==> src/rtl/valu_issue_sched_if.sv <==
// valu_issue_sched_if: requester, ALU and writeback signals of the vector ALU issue scheduler.
//   master: the scheduler (drives grants, ALU issue fields, writeback head, error flags)
//   slave : the surroundings (requesters, ALU, writeback consumer)
interface valu_issue_sched_if #(
    parameter int NUM_REQ = 4,
    parameter int DATA_W  = 128
);
    localparam int TAG_W = $clog2(NUM_REQ);
    logic [NUM_REQ-1:0]        req_valid, req_ready;
    logic [NUM_REQ*47-1:0]     req_op;
    logic [NUM_REQ*DATA_W-1:0] req_src_a, req_src_b;
    logic                      alu_ready, alu_valid;
    logic [5:0]                alu_funct6;
    logic [2:0]                alu_funct3;
    logic [4:0]                alu_rd;
    logic                      alu_dest_is_scalar;
    logic [31:0]               alu_scalar_mask;
    logic [DATA_W-1:0]         alu_src_a, alu_src_b;
    logic                      alu_wb_valid, alu_wb_is_scalar, alu_wb_err_ovf, alu_wb_err_inv;
    logic [4:0]                alu_wb_rd;
    logic [DATA_W-1:0]         alu_wb_data;
    logic                      wb_valid, wb_ready, wb_is_scalar;
    logic [TAG_W-1:0]          wb_tag;
    logic [4:0]                wb_rd;
    logic [DATA_W-1:0]         wb_data;
    logic [1:0]                wb_err;
    logic [2*NUM_REQ-1:0]      err_sticky;
    logic [NUM_REQ-1:0]        err_clr;
    logic                      proto_err;
    modport master (
        input  req_valid, req_op, req_src_a, req_src_b, alu_ready,
               alu_wb_valid, alu_wb_rd, alu_wb_is_scalar, alu_wb_data, alu_wb_err_ovf, alu_wb_err_inv,
               wb_ready, err_clr,
        output req_ready, alu_valid, alu_funct6, alu_funct3, alu_rd, alu_dest_is_scalar, alu_scalar_mask,
               alu_src_a, alu_src_b, wb_valid, wb_tag, wb_rd, wb_is_scalar, wb_data, wb_err,
               err_sticky, proto_err
    );
    modport slave (
        output req_valid, req_op, req_src_a, req_src_b, alu_ready,
               alu_wb_valid, alu_wb_rd, alu_wb_is_scalar, alu_wb_data, alu_wb_err_ovf, alu_wb_err_inv,
               wb_ready, err_clr,
        input  req_ready, alu_valid, alu_funct6, alu_funct3, alu_rd, alu_dest_is_scalar, alu_scalar_mask,
               alu_src_a, alu_src_b, wb_valid, wb_tag, wb_rd, wb_is_scalar, wb_data, wb_err,
               err_sticky, proto_err
    );
endinterface

==> src/rtl/valu_issue_sched.sv <==
// valu_issue_sched: credit-based round-robin issue of NUM_REQ requesters onto one vector ALU,
//   with a tag pipe tracking ops through the ALU and a FWFT tagged writeback FIFO.
//   Ports: clk, rst_n (synchronous, active-low), bus (valu_issue_sched_if.master) carrying
//   requester handshakes, muxed ALU issue fields, ALU results, writeback head and error flags.
module valu_issue_sched #(
    parameter int NUM_REQ    = 4,
    parameter int DATA_W     = 128,
    parameter int ALU_LAT    = 1,
    parameter int FIFO_DEPTH = 4
) (
    input logic clk,
    input logic rst_n,
    valu_issue_sched_if.master bus
);
    localparam int TAG_W = $clog2(NUM_REQ);
    localparam int AW    = $clog2(FIFO_DEPTH);
    localparam int EW    = TAG_W + 5 + 1 + 2 + DATA_W;
    logic [46:0]              ops [NUM_REQ];
    logic [DATA_W-1:0]        srca [NUM_REQ];
    logic [DATA_W-1:0]        srcb [NUM_REQ];
    logic [NUM_REQ-1:0]       rot;
    logic [TAG_W-1:0]         rr_ptr, grant, out_tag;
    logic                     found, issue, credit_ok, out_v, push, pop, proto;
    logic [ALU_LAT-1:0]       pipe_v;
    logic [ALU_LAT*TAG_W-1:0] pipe_tag;
    logic [EW-1:0]            mem [FIFO_DEPTH];
    logic [AW-1:0]            wr_ptr, rd_ptr;
    logic [AW:0]              fifo_cnt;
    logic [2*NUM_REQ-1:0]     sticky;
    for (genvar k = 0; k < NUM_REQ; k++) begin : g_unpack
        assign ops[k]  = bus.req_op[k*47 +: 47];
        assign srca[k] = bus.req_src_a[k*DATA_W +: DATA_W];
        assign srcb[k] = bus.req_src_b[k*DATA_W +: DATA_W];
    end
    // Rotate so bit 0 is the requester at rr_ptr; the first set bit is the grant.
    assign rot = NUM_REQ'({bus.req_valid, bus.req_valid} >> rr_ptr);
    always_comb begin
        grant = rr_ptr;
        found = 1'b0;
        for (int i = 0; i < NUM_REQ; i++) begin
            if (!found && rot[i]) begin
                found = 1'b1;
                grant = TAG_W'((int'(rr_ptr) + i) % NUM_REQ);
            end
        end
    end
    // Every op in flight owns a FIFO slot, so a result can always be pushed.
    assign credit_ok = int'(fifo_cnt) + $countones(pipe_v) < FIFO_DEPTH;
    assign issue     = rst_n & found & credit_ok & bus.alu_ready;
    assign bus.req_ready = issue ? NUM_REQ'(1) << grant : '0;
    assign bus.alu_valid = issue;
    assign {bus.alu_funct6, bus.alu_funct3, bus.alu_rd, bus.alu_dest_is_scalar, bus.alu_scalar_mask} =
        issue ? ops[grant] : '0;
    assign bus.alu_src_a = issue ? srca[grant] : '0;
    assign bus.alu_src_b = issue ? srcb[grant] : '0;
    // Oldest tag pipe stage lines up with the ALU result of the same op.
    assign out_v   = pipe_v[ALU_LAT-1];
    assign out_tag = pipe_tag[(ALU_LAT-1)*TAG_W +: TAG_W];
    assign push    = out_v & bus.alu_wb_valid;
    assign pop     = bus.wb_valid & bus.wb_ready;
    assign bus.wb_valid = fifo_cnt != '0;
    assign {bus.wb_tag, bus.wb_rd, bus.wb_is_scalar, bus.wb_err, bus.wb_data} = mem[rd_ptr];
    assign bus.err_sticky = sticky;
    assign bus.proto_err  = proto;
    always_ff @(posedge clk) begin
        if (push)
            mem[wr_ptr] <= {out_tag, bus.alu_wb_rd, bus.alu_wb_is_scalar,
                            bus.alu_wb_err_ovf, bus.alu_wb_err_inv, bus.alu_wb_data};
        pipe_tag <= (ALU_LAT*TAG_W)'({pipe_tag, grant});
        if (!rst_n) begin
            pipe_v   <= '0;
            wr_ptr   <= '0;
            rd_ptr   <= '0;
            fifo_cnt <= '0;
            rr_ptr   <= '0;
            sticky   <= '0;
            proto    <= 1'b0;
        end else begin
            pipe_v   <= ALU_LAT'({pipe_v, issue});
            wr_ptr   <= wr_ptr + AW'(push);
            rd_ptr   <= rd_ptr + AW'(pop);
            fifo_cnt <= fifo_cnt + (AW+1)'(push) - (AW+1)'(pop);
            rr_ptr   <= issue ? TAG_W'((int'(grant) + 1) % NUM_REQ) : rr_ptr;
            proto    <= proto | (out_v ^ bus.alu_wb_valid);
            // A new error for requester i overrides a same-cycle clear.
            for (int i = 0; i < NUM_REQ; i++)
                sticky[2*i +: 2] <= (bus.err_clr[i] ? 2'b00 : sticky[2*i +: 2]) |
                                    (push && out_tag == TAG_W'(i) ? {bus.alu_wb_err_ovf, bus.alu_wb_err_inv} : 2'b00);
        end
    end
endmodule

==> src/flat_wrapper.sv <==
// flat-port wrapper written by rule: the top's interface ports become plain ports
module valu_issue_sched_flat 
#(
    parameter int NUM_REQ    = 4,
    parameter int DATA_W     = 128,
    parameter int ALU_LAT    = 1,
    parameter int FIFO_DEPTH = 4
)
  (clk, rst_n, bus_req_valid, bus_req_op, bus_req_src_a, bus_req_src_b, bus_alu_ready, bus_alu_wb_valid, bus_alu_wb_rd, bus_alu_wb_is_scalar, bus_alu_wb_data, bus_alu_wb_err_ovf, bus_alu_wb_err_inv, bus_wb_ready, bus_err_clr, bus_req_ready, bus_alu_valid, bus_alu_funct6, bus_alu_funct3, bus_alu_rd, bus_alu_dest_is_scalar, bus_alu_scalar_mask, bus_alu_src_a, bus_alu_src_b, bus_wb_valid, bus_wb_tag, bus_wb_rd, bus_wb_is_scalar, bus_wb_data, bus_wb_err, bus_err_sticky, bus_proto_err);
  valu_issue_sched_if #(.NUM_REQ(NUM_REQ), .DATA_W(DATA_W)) bus_i ();
  input logic clk;
  input logic rst_n;
  input wire logic [$bits(bus_i.req_valid)-1:0] bus_req_valid;
  input wire logic [$bits(bus_i.req_op)-1:0] bus_req_op;
  input wire logic [$bits(bus_i.req_src_a)-1:0] bus_req_src_a;
  input wire logic [$bits(bus_i.req_src_b)-1:0] bus_req_src_b;
  input wire logic [$bits(bus_i.alu_ready)-1:0] bus_alu_ready;
  input wire logic [$bits(bus_i.alu_wb_valid)-1:0] bus_alu_wb_valid;
  input wire logic [$bits(bus_i.alu_wb_rd)-1:0] bus_alu_wb_rd;
  input wire logic [$bits(bus_i.alu_wb_is_scalar)-1:0] bus_alu_wb_is_scalar;
  input wire logic [$bits(bus_i.alu_wb_data)-1:0] bus_alu_wb_data;
  input wire logic [$bits(bus_i.alu_wb_err_ovf)-1:0] bus_alu_wb_err_ovf;
  input wire logic [$bits(bus_i.alu_wb_err_inv)-1:0] bus_alu_wb_err_inv;
  input wire logic [$bits(bus_i.wb_ready)-1:0] bus_wb_ready;
  input wire logic [$bits(bus_i.err_clr)-1:0] bus_err_clr;
  output wire logic [$bits(bus_i.req_ready)-1:0] bus_req_ready;
  output wire logic [$bits(bus_i.alu_valid)-1:0] bus_alu_valid;
  output wire logic [$bits(bus_i.alu_funct6)-1:0] bus_alu_funct6;
  output wire logic [$bits(bus_i.alu_funct3)-1:0] bus_alu_funct3;
  output wire logic [$bits(bus_i.alu_rd)-1:0] bus_alu_rd;
  output wire logic [$bits(bus_i.alu_dest_is_scalar)-1:0] bus_alu_dest_is_scalar;
  output wire logic [$bits(bus_i.alu_scalar_mask)-1:0] bus_alu_scalar_mask;
  output wire logic [$bits(bus_i.alu_src_a)-1:0] bus_alu_src_a;
  output wire logic [$bits(bus_i.alu_src_b)-1:0] bus_alu_src_b;
  output wire logic [$bits(bus_i.wb_valid)-1:0] bus_wb_valid;
  output wire logic [$bits(bus_i.wb_tag)-1:0] bus_wb_tag;
  output wire logic [$bits(bus_i.wb_rd)-1:0] bus_wb_rd;
  output wire logic [$bits(bus_i.wb_is_scalar)-1:0] bus_wb_is_scalar;
  output wire logic [$bits(bus_i.wb_data)-1:0] bus_wb_data;
  output wire logic [$bits(bus_i.wb_err)-1:0] bus_wb_err;
  output wire logic [$bits(bus_i.err_sticky)-1:0] bus_err_sticky;
  output wire logic [$bits(bus_i.proto_err)-1:0] bus_proto_err;
  assign bus_i.req_valid = bus_req_valid;
  assign bus_i.req_op = bus_req_op;
  assign bus_i.req_src_a = bus_req_src_a;
  assign bus_i.req_src_b = bus_req_src_b;
  assign bus_i.alu_ready = bus_alu_ready;
  assign bus_i.alu_wb_valid = bus_alu_wb_valid;
  assign bus_i.alu_wb_rd = bus_alu_wb_rd;
  assign bus_i.alu_wb_is_scalar = bus_alu_wb_is_scalar;
  assign bus_i.alu_wb_data = bus_alu_wb_data;
  assign bus_i.alu_wb_err_ovf = bus_alu_wb_err_ovf;
  assign bus_i.alu_wb_err_inv = bus_alu_wb_err_inv;
  assign bus_i.wb_ready = bus_wb_ready;
  assign bus_i.err_clr = bus_err_clr;
  assign bus_req_ready = bus_i.req_ready;
  assign bus_alu_valid = bus_i.alu_valid;
  assign bus_alu_funct6 = bus_i.alu_funct6;
  assign bus_alu_funct3 = bus_i.alu_funct3;
  assign bus_alu_rd = bus_i.alu_rd;
  assign bus_alu_dest_is_scalar = bus_i.alu_dest_is_scalar;
  assign bus_alu_scalar_mask = bus_i.alu_scalar_mask;
  assign bus_alu_src_a = bus_i.alu_src_a;
  assign bus_alu_src_b = bus_i.alu_src_b;
  assign bus_wb_valid = bus_i.wb_valid;
  assign bus_wb_tag = bus_i.wb_tag;
  assign bus_wb_rd = bus_i.wb_rd;
  assign bus_wb_is_scalar = bus_i.wb_is_scalar;
  assign bus_wb_data = bus_i.wb_data;
  assign bus_wb_err = bus_i.wb_err;
  assign bus_err_sticky = bus_i.err_sticky;
  assign bus_proto_err = bus_i.proto_err;
  valu_issue_sched #(.NUM_REQ(NUM_REQ), .DATA_W(DATA_W), .ALU_LAT(ALU_LAT), .FIFO_DEPTH(FIFO_DEPTH)) u_core (.clk(clk), .rst_n(rst_n), .bus(bus_i));
endmodule
==> config.mk <==
export PLATFORM = sky130hd
export DESIGN_NAME = valu_issue_sched_flat
export DESIGN_NICKNAME = d
export VERILOG_FILES = /design/src/rtl/valu_issue_sched_if.sv /design/src/rtl/valu_issue_sched.sv /design/src/flat_wrapper.sv
export SDC_FILE = /design/constraint.sdc
export NUM_CORES = 1
export LEC_CHECK = 0
export ABC_AREA = 0
export CAP_MARGIN = 20
export CORE_AREA = 2 2 715 717
export CTS_CLUSTER_DIAMETER = 30
export CTS_CLUSTER_SIZE = 8
export DETAILED_ROUTE_END_ITERATION = 10
export DIE_AREA = 0 0 717 719
export GPL_ROUTABILITY_DRIVEN = 0
export PLACE_DENSITY_LB_ADDON = 0.05
export SLEW_MARGIN = 10
export SYNTH_ARGS = -nofsm -noshare
export SYNTH_HDL_FRONTEND = slang
export SYNTH_SLANG_ARGS = --single-unit
==> constraint.sdc <==
create_clock -name clk -period 32.4 [get_ports clk]
set_input_delay 8.1 -clock clk [delete_from_list [all_inputs] [get_ports clk]]
set_output_delay 8.1 -clock clk [all_outputs]
set_load 0.01 [all_outputs]
==> run summary <==
## Status
• finished, final reports clean — run status

## Floorplan
• 717 µm — Horiz. Die Dim
• 1817 — IO Pins
• 507800 µm² — area of the core
• 0.05811 — initial cell density of the core
• 262 — standard-cell row count
• 515500 µm² — Die ar.
• 719 µm — Die Ht

## Detailed routing
• 0 — number of nets still failing antenna checks after routing
• 1723 — initial detailed-routing violation count
• 5 — Pre-Repair DR Iteration Count
• 2.727 — Avg Vias per Cell
• 0 — Residual DRC
• 29480 — DR vias
• 42.02 µm — average routed wire per standard cell
• 454.2 mm — final wirelength

## Setup path
• 24300 ps — data required time of the worst path
• input pin to output port — worst setup path class
• input pin — startpoint kind of the worst setup timing path
• 14120 ps — Worst Path Arrival
• output port — crit path capture type
• 96 — top fanout value on the critical path

## Power and ir drop
• 1.169 mW — net switching power
• 0.228 — sequential share of power
• 60.36 nW/µm² — power per unit of standard cell area
• 0.462 — portion of total power attributed to the clock network
• 21.02 nW — leakage dissipation
• 0.309 — power share of the combinational group
• 0.03910 mV — worst supply voltage drop on vdd
• 2.583 mW — Cell Int Power
• 3.752 mW — PnR Total Power
• 0.3117 — switching power share of the total

## Timing
• 0 — number of max-slew violations in the final report
• false — setup repair after global routing missed its margin
• 1165 ps — slew at the pin closest to its max-slew limit
• 0.2230 — Slew headroom
• 0 — Final Hold Viols
• 102.2 ps — worst clock skew on the final layout
• 45.00 MHz — highest clock rate
• 22220 ps — time the worst path needs with I/O delays and setup
• 0 ps — setup total negative slack
• 0 — final count of negative-setup-slack endpoints
• 0.6858 — final period utilization

## Synth
• 3250 — Syn Nets
• sky130_fd_sc_hd__edfxtp_1 — biggest area consumer among synthesized cells
• 0.009922 — simple-gate share of the synthesized area
• 0.004071 — Post-Synth Adder-Cell Area
• 39 — number of distinct library cells after synthesis
• 0.001484 — xor/xnor cell area share of the yosys netlist
• 0.3112 — portion of netlist area occupied by mux cells
• 0 — post-synthesis async set-or-reset flop share
• 0.5760 — portion of the post-synthesis area used by sequential elements
• sky130_fd_sc_hd__edfxtp_1 56%, sky130_fd_sc_hd__mux2i_1 21%, sky130_fd_sc_hd__mux4_2 11%, sky130_fd_sc_hd__o22ai_1 6.6%, sky130_fd_sc_hd__buf_2 1.6% — largest cells by area after synthesis
• multiplexers — dominant combinational cell family by area after synthesis
• sky130_fd_sc_hd__edfxtp_1 — Post-synth top flop
• 0 — synth warn
• 0.5617 — fraction of synthesized cell area taken by the top area cell type
• 29510 µm² — Post-Syn Area
• 552 — number of synthesized flops with an enable pin
• 1880 — cells after synthesis
• 15.70 µm² — post-synthesis average cell area
• 573 — post-synthesis register bit count
• 0.07005 — compound-cell area share of the yosys netlist

## Finish
• 57280 — fillers
• 17000 µm² — FF/Latch Area
• 5119 — nets
• 110.7% — post-synthesis to final-layout area growth
• 11750 µm² — total area of multi-input combinational cells
• 0.1224 — final cell utilization of the core
• 0.1197 — share of post-route cells with drive strength above 1

## Placed design
• 400.5 mm — detailed-placement wirelength estimate
• 1816 — count of port buffers added during placement

## Clock network
• yes — clock tree from TritonCTS
• 0 — number of hold-repair buffers added at the cts stage
• 573 — clk sink count
• 820 ps — clock latency of the later-clocked register in the worst-skew pair
• 4 — depth of the CTS H-tree
• 175 — number of buffers created by CTS
• 4 — clock buffer depth
• 0 — number of buffers inserted by post-CTS setup repair
• sky130_fd_sc_hd__clkbuf_16 — clock tree root buffer cell
• 40 ps — Reg clk slew, reported paths
• 0 — number of cells upsized or downsized after cts

## Flow run
• 0 — max-capacitance violation count

## GRT
• 585 — number of antenna violations at the first check in global routing
• 0.1703 — global-route usage over all layers
• 29980 — via count of the first global-routing pass
• 134 — maximum number of pins on one net before global-route repair
• 0 — total overflow reported by the global router
• 525.6 mm — first-pass GRT wire length

## Min path
• flop to flop — path category of the worst min-delay check

## synthesized netlist by cell type, drive strengths merged (2+ instances only)
library cell  count
mux2i           607
edfxtp          552
o22ai           309
mux4            138
buf             121
clkbuf           45
dfxtp            21
and2             16
inv              11
nand2             9
ha                8
nand2b            6
nor2              4
nor2b             4
nand4             3
xnor2             3
a21boi            2
a311oi            2
nand3             2
o211a             2
o22a              2
xor2              2
## cells by family after synthesis
logic type,after synthesis
AND/OR/NAND/NOR,49
flip-flops,573
adder cells (fa/ha/maj),9
AO/OA/AOI/OAI,322
buffers and inverters,177
XOR/XNOR,5
multiplexers,745
## final cells by class
class                           instances  share of cell area
Clock buffer                          187             0.07186
Tap cell                             6732              0.1355
Timing Repair Buffer                 1858              0.2985
Multi-Input combinational cell       1130              0.1890
Sequential cell                       573              0.2735
Clock inverter                        118             0.02270
Inverter                               11           0.0007850
Antenna cell                          202            0.008132
## power groups by stage
stage	Combinational, mW	Clock [mW]	Sequential, mW
global route	1.23	1.82	0.860
detailed placement	1.19	0	0.872
finish	1.16	1.73	0.857
floorplan	0.462	0	0.853
global placement	1.20	0	0.872
CTS	1.20	1.79	0.860
## metal layers
metal,routed length [µm],GRT usage,up-vias
met4,20130,0.06148,178
met5,1198,0,-
met2,209000,0.2784,2209
li1,-,-,11870
met1,174500,0.1942,14120
met3,49350,0.07725,1102
## sequential cells by signal, indices dropped and copies added (netlist names)
register / flops
u_core.bus.err_sticky: 8
u_core.bus.proto_err: 1
u_core.fifo_cnt: 3
u_core.mem: 552
u_core.out_tag: 2
u_core.out_v: 1
u_core.rd_ptr: 2
u_core.rr_ptr: 2
u_core.wr_ptr: 2
## stage by stage
| step | cell area (µm²) | hold WS, ps | worst slack (ps) | cells |
|---|---|---|---|---|
| floorplan | 29510 | 495.1 | 13030 | 1880 |
| global placement | 55760 | 457.5 | 10270 | 10300 |
| detailed placement | 55780 | 442.9 | 10230 | 10300 |
| CTS | 61660 | 457.4 | 10210 | 10610 |
| global route | 61920 | 480.5 | 9949 | 10720 |
| finish | 62160 | 462.9 | 10180 | 10810 |
## path summary, 6_finish.rpt
| check | startpoint | end | slack [ps] | depth (start not counted) |
|---|---|---|---|---|
| max | bus_req_valid[0] | bus_alu_src_a[55] | 10180 | 12 |
| min | u_core.bus.proto_err | u_core.bus.proto_err | 460 | 1 |
| max reg2reg | u_core.out_v | u_core.mem[0][0] | 27790 | 6 |
| min reg2reg | u_core.bus.proto_err | u_core.bus.proto_err | 460 | 1 |
## critical path: stages
cell and delay, ps:
sky130_fd_sc_hd__clkdlybuf4s50_1 530, sky130_fd_sc_hd__inv_1 130, sky130_fd_sc_hd__o21ai_0 250, sky130_fd_sc_hd__a221oi_2 200, sky130_fd_sc_hd__inv_8 620, sky130_fd_sc_hd__buf_12 580, sky130_fd_sc_hd__buf_12 510, sky130_fd_sc_hd__buf_12 670
sky130_fd_sc_hd__buf_4 880, sky130_fd_sc_hd__mux2i_1 190, sky130_fd_sc_hd__o22ai_1 370, sky130_fd_sc_hd__clkdlybuf4s50_1 640
## placed cells by master (no fill, tap or decap), types with 7 or more instances in the layout
| cell type | Yosys | layout |
|---|---|---|
| sky130_fd_sc_hd__and2_1 | 16 | 16 |
| sky130_fd_sc_hd__buf_4 | 1 | 37 |
| sky130_fd_sc_hd__bufinv_16 | 0 | 28 |
| sky130_fd_sc_hd__clkbuf_1 | 45 | 10 |
| sky130_fd_sc_hd__clkbuf_16 | 0 | 177 |
| sky130_fd_sc_hd__clkdlybuf4s50_1 | 0 | 1816 |
| sky130_fd_sc_hd__clkinv_1 | 0 | 23 |
| sky130_fd_sc_hd__clkinv_2 | 0 | 27 |
| sky130_fd_sc_hd__clkinv_4 | 0 | 10 |
| sky130_fd_sc_hd__clkinvlp_4 | 0 | 24 |
| sky130_fd_sc_hd__dfxtp_1 | 21 | 19 |
| sky130_fd_sc_hd__diode_2 | 0 | 202 |
| sky130_fd_sc_hd__edfxtp_1 | 552 | 552 |
| sky130_fd_sc_hd__ha_1 | 8 | 8 |
| sky130_fd_sc_hd__inv_1 | 9 | 9 |
| sky130_fd_sc_hd__mux2i_1 | 607 | 607 |
| sky130_fd_sc_hd__mux4_2 | 138 | 138 |
| sky130_fd_sc_hd__nand2_1 | 7 | 7 |
| sky130_fd_sc_hd__o22ai_1 | 309 | 309 |
No activity file was read; power rests on OpenSTA's default activity.
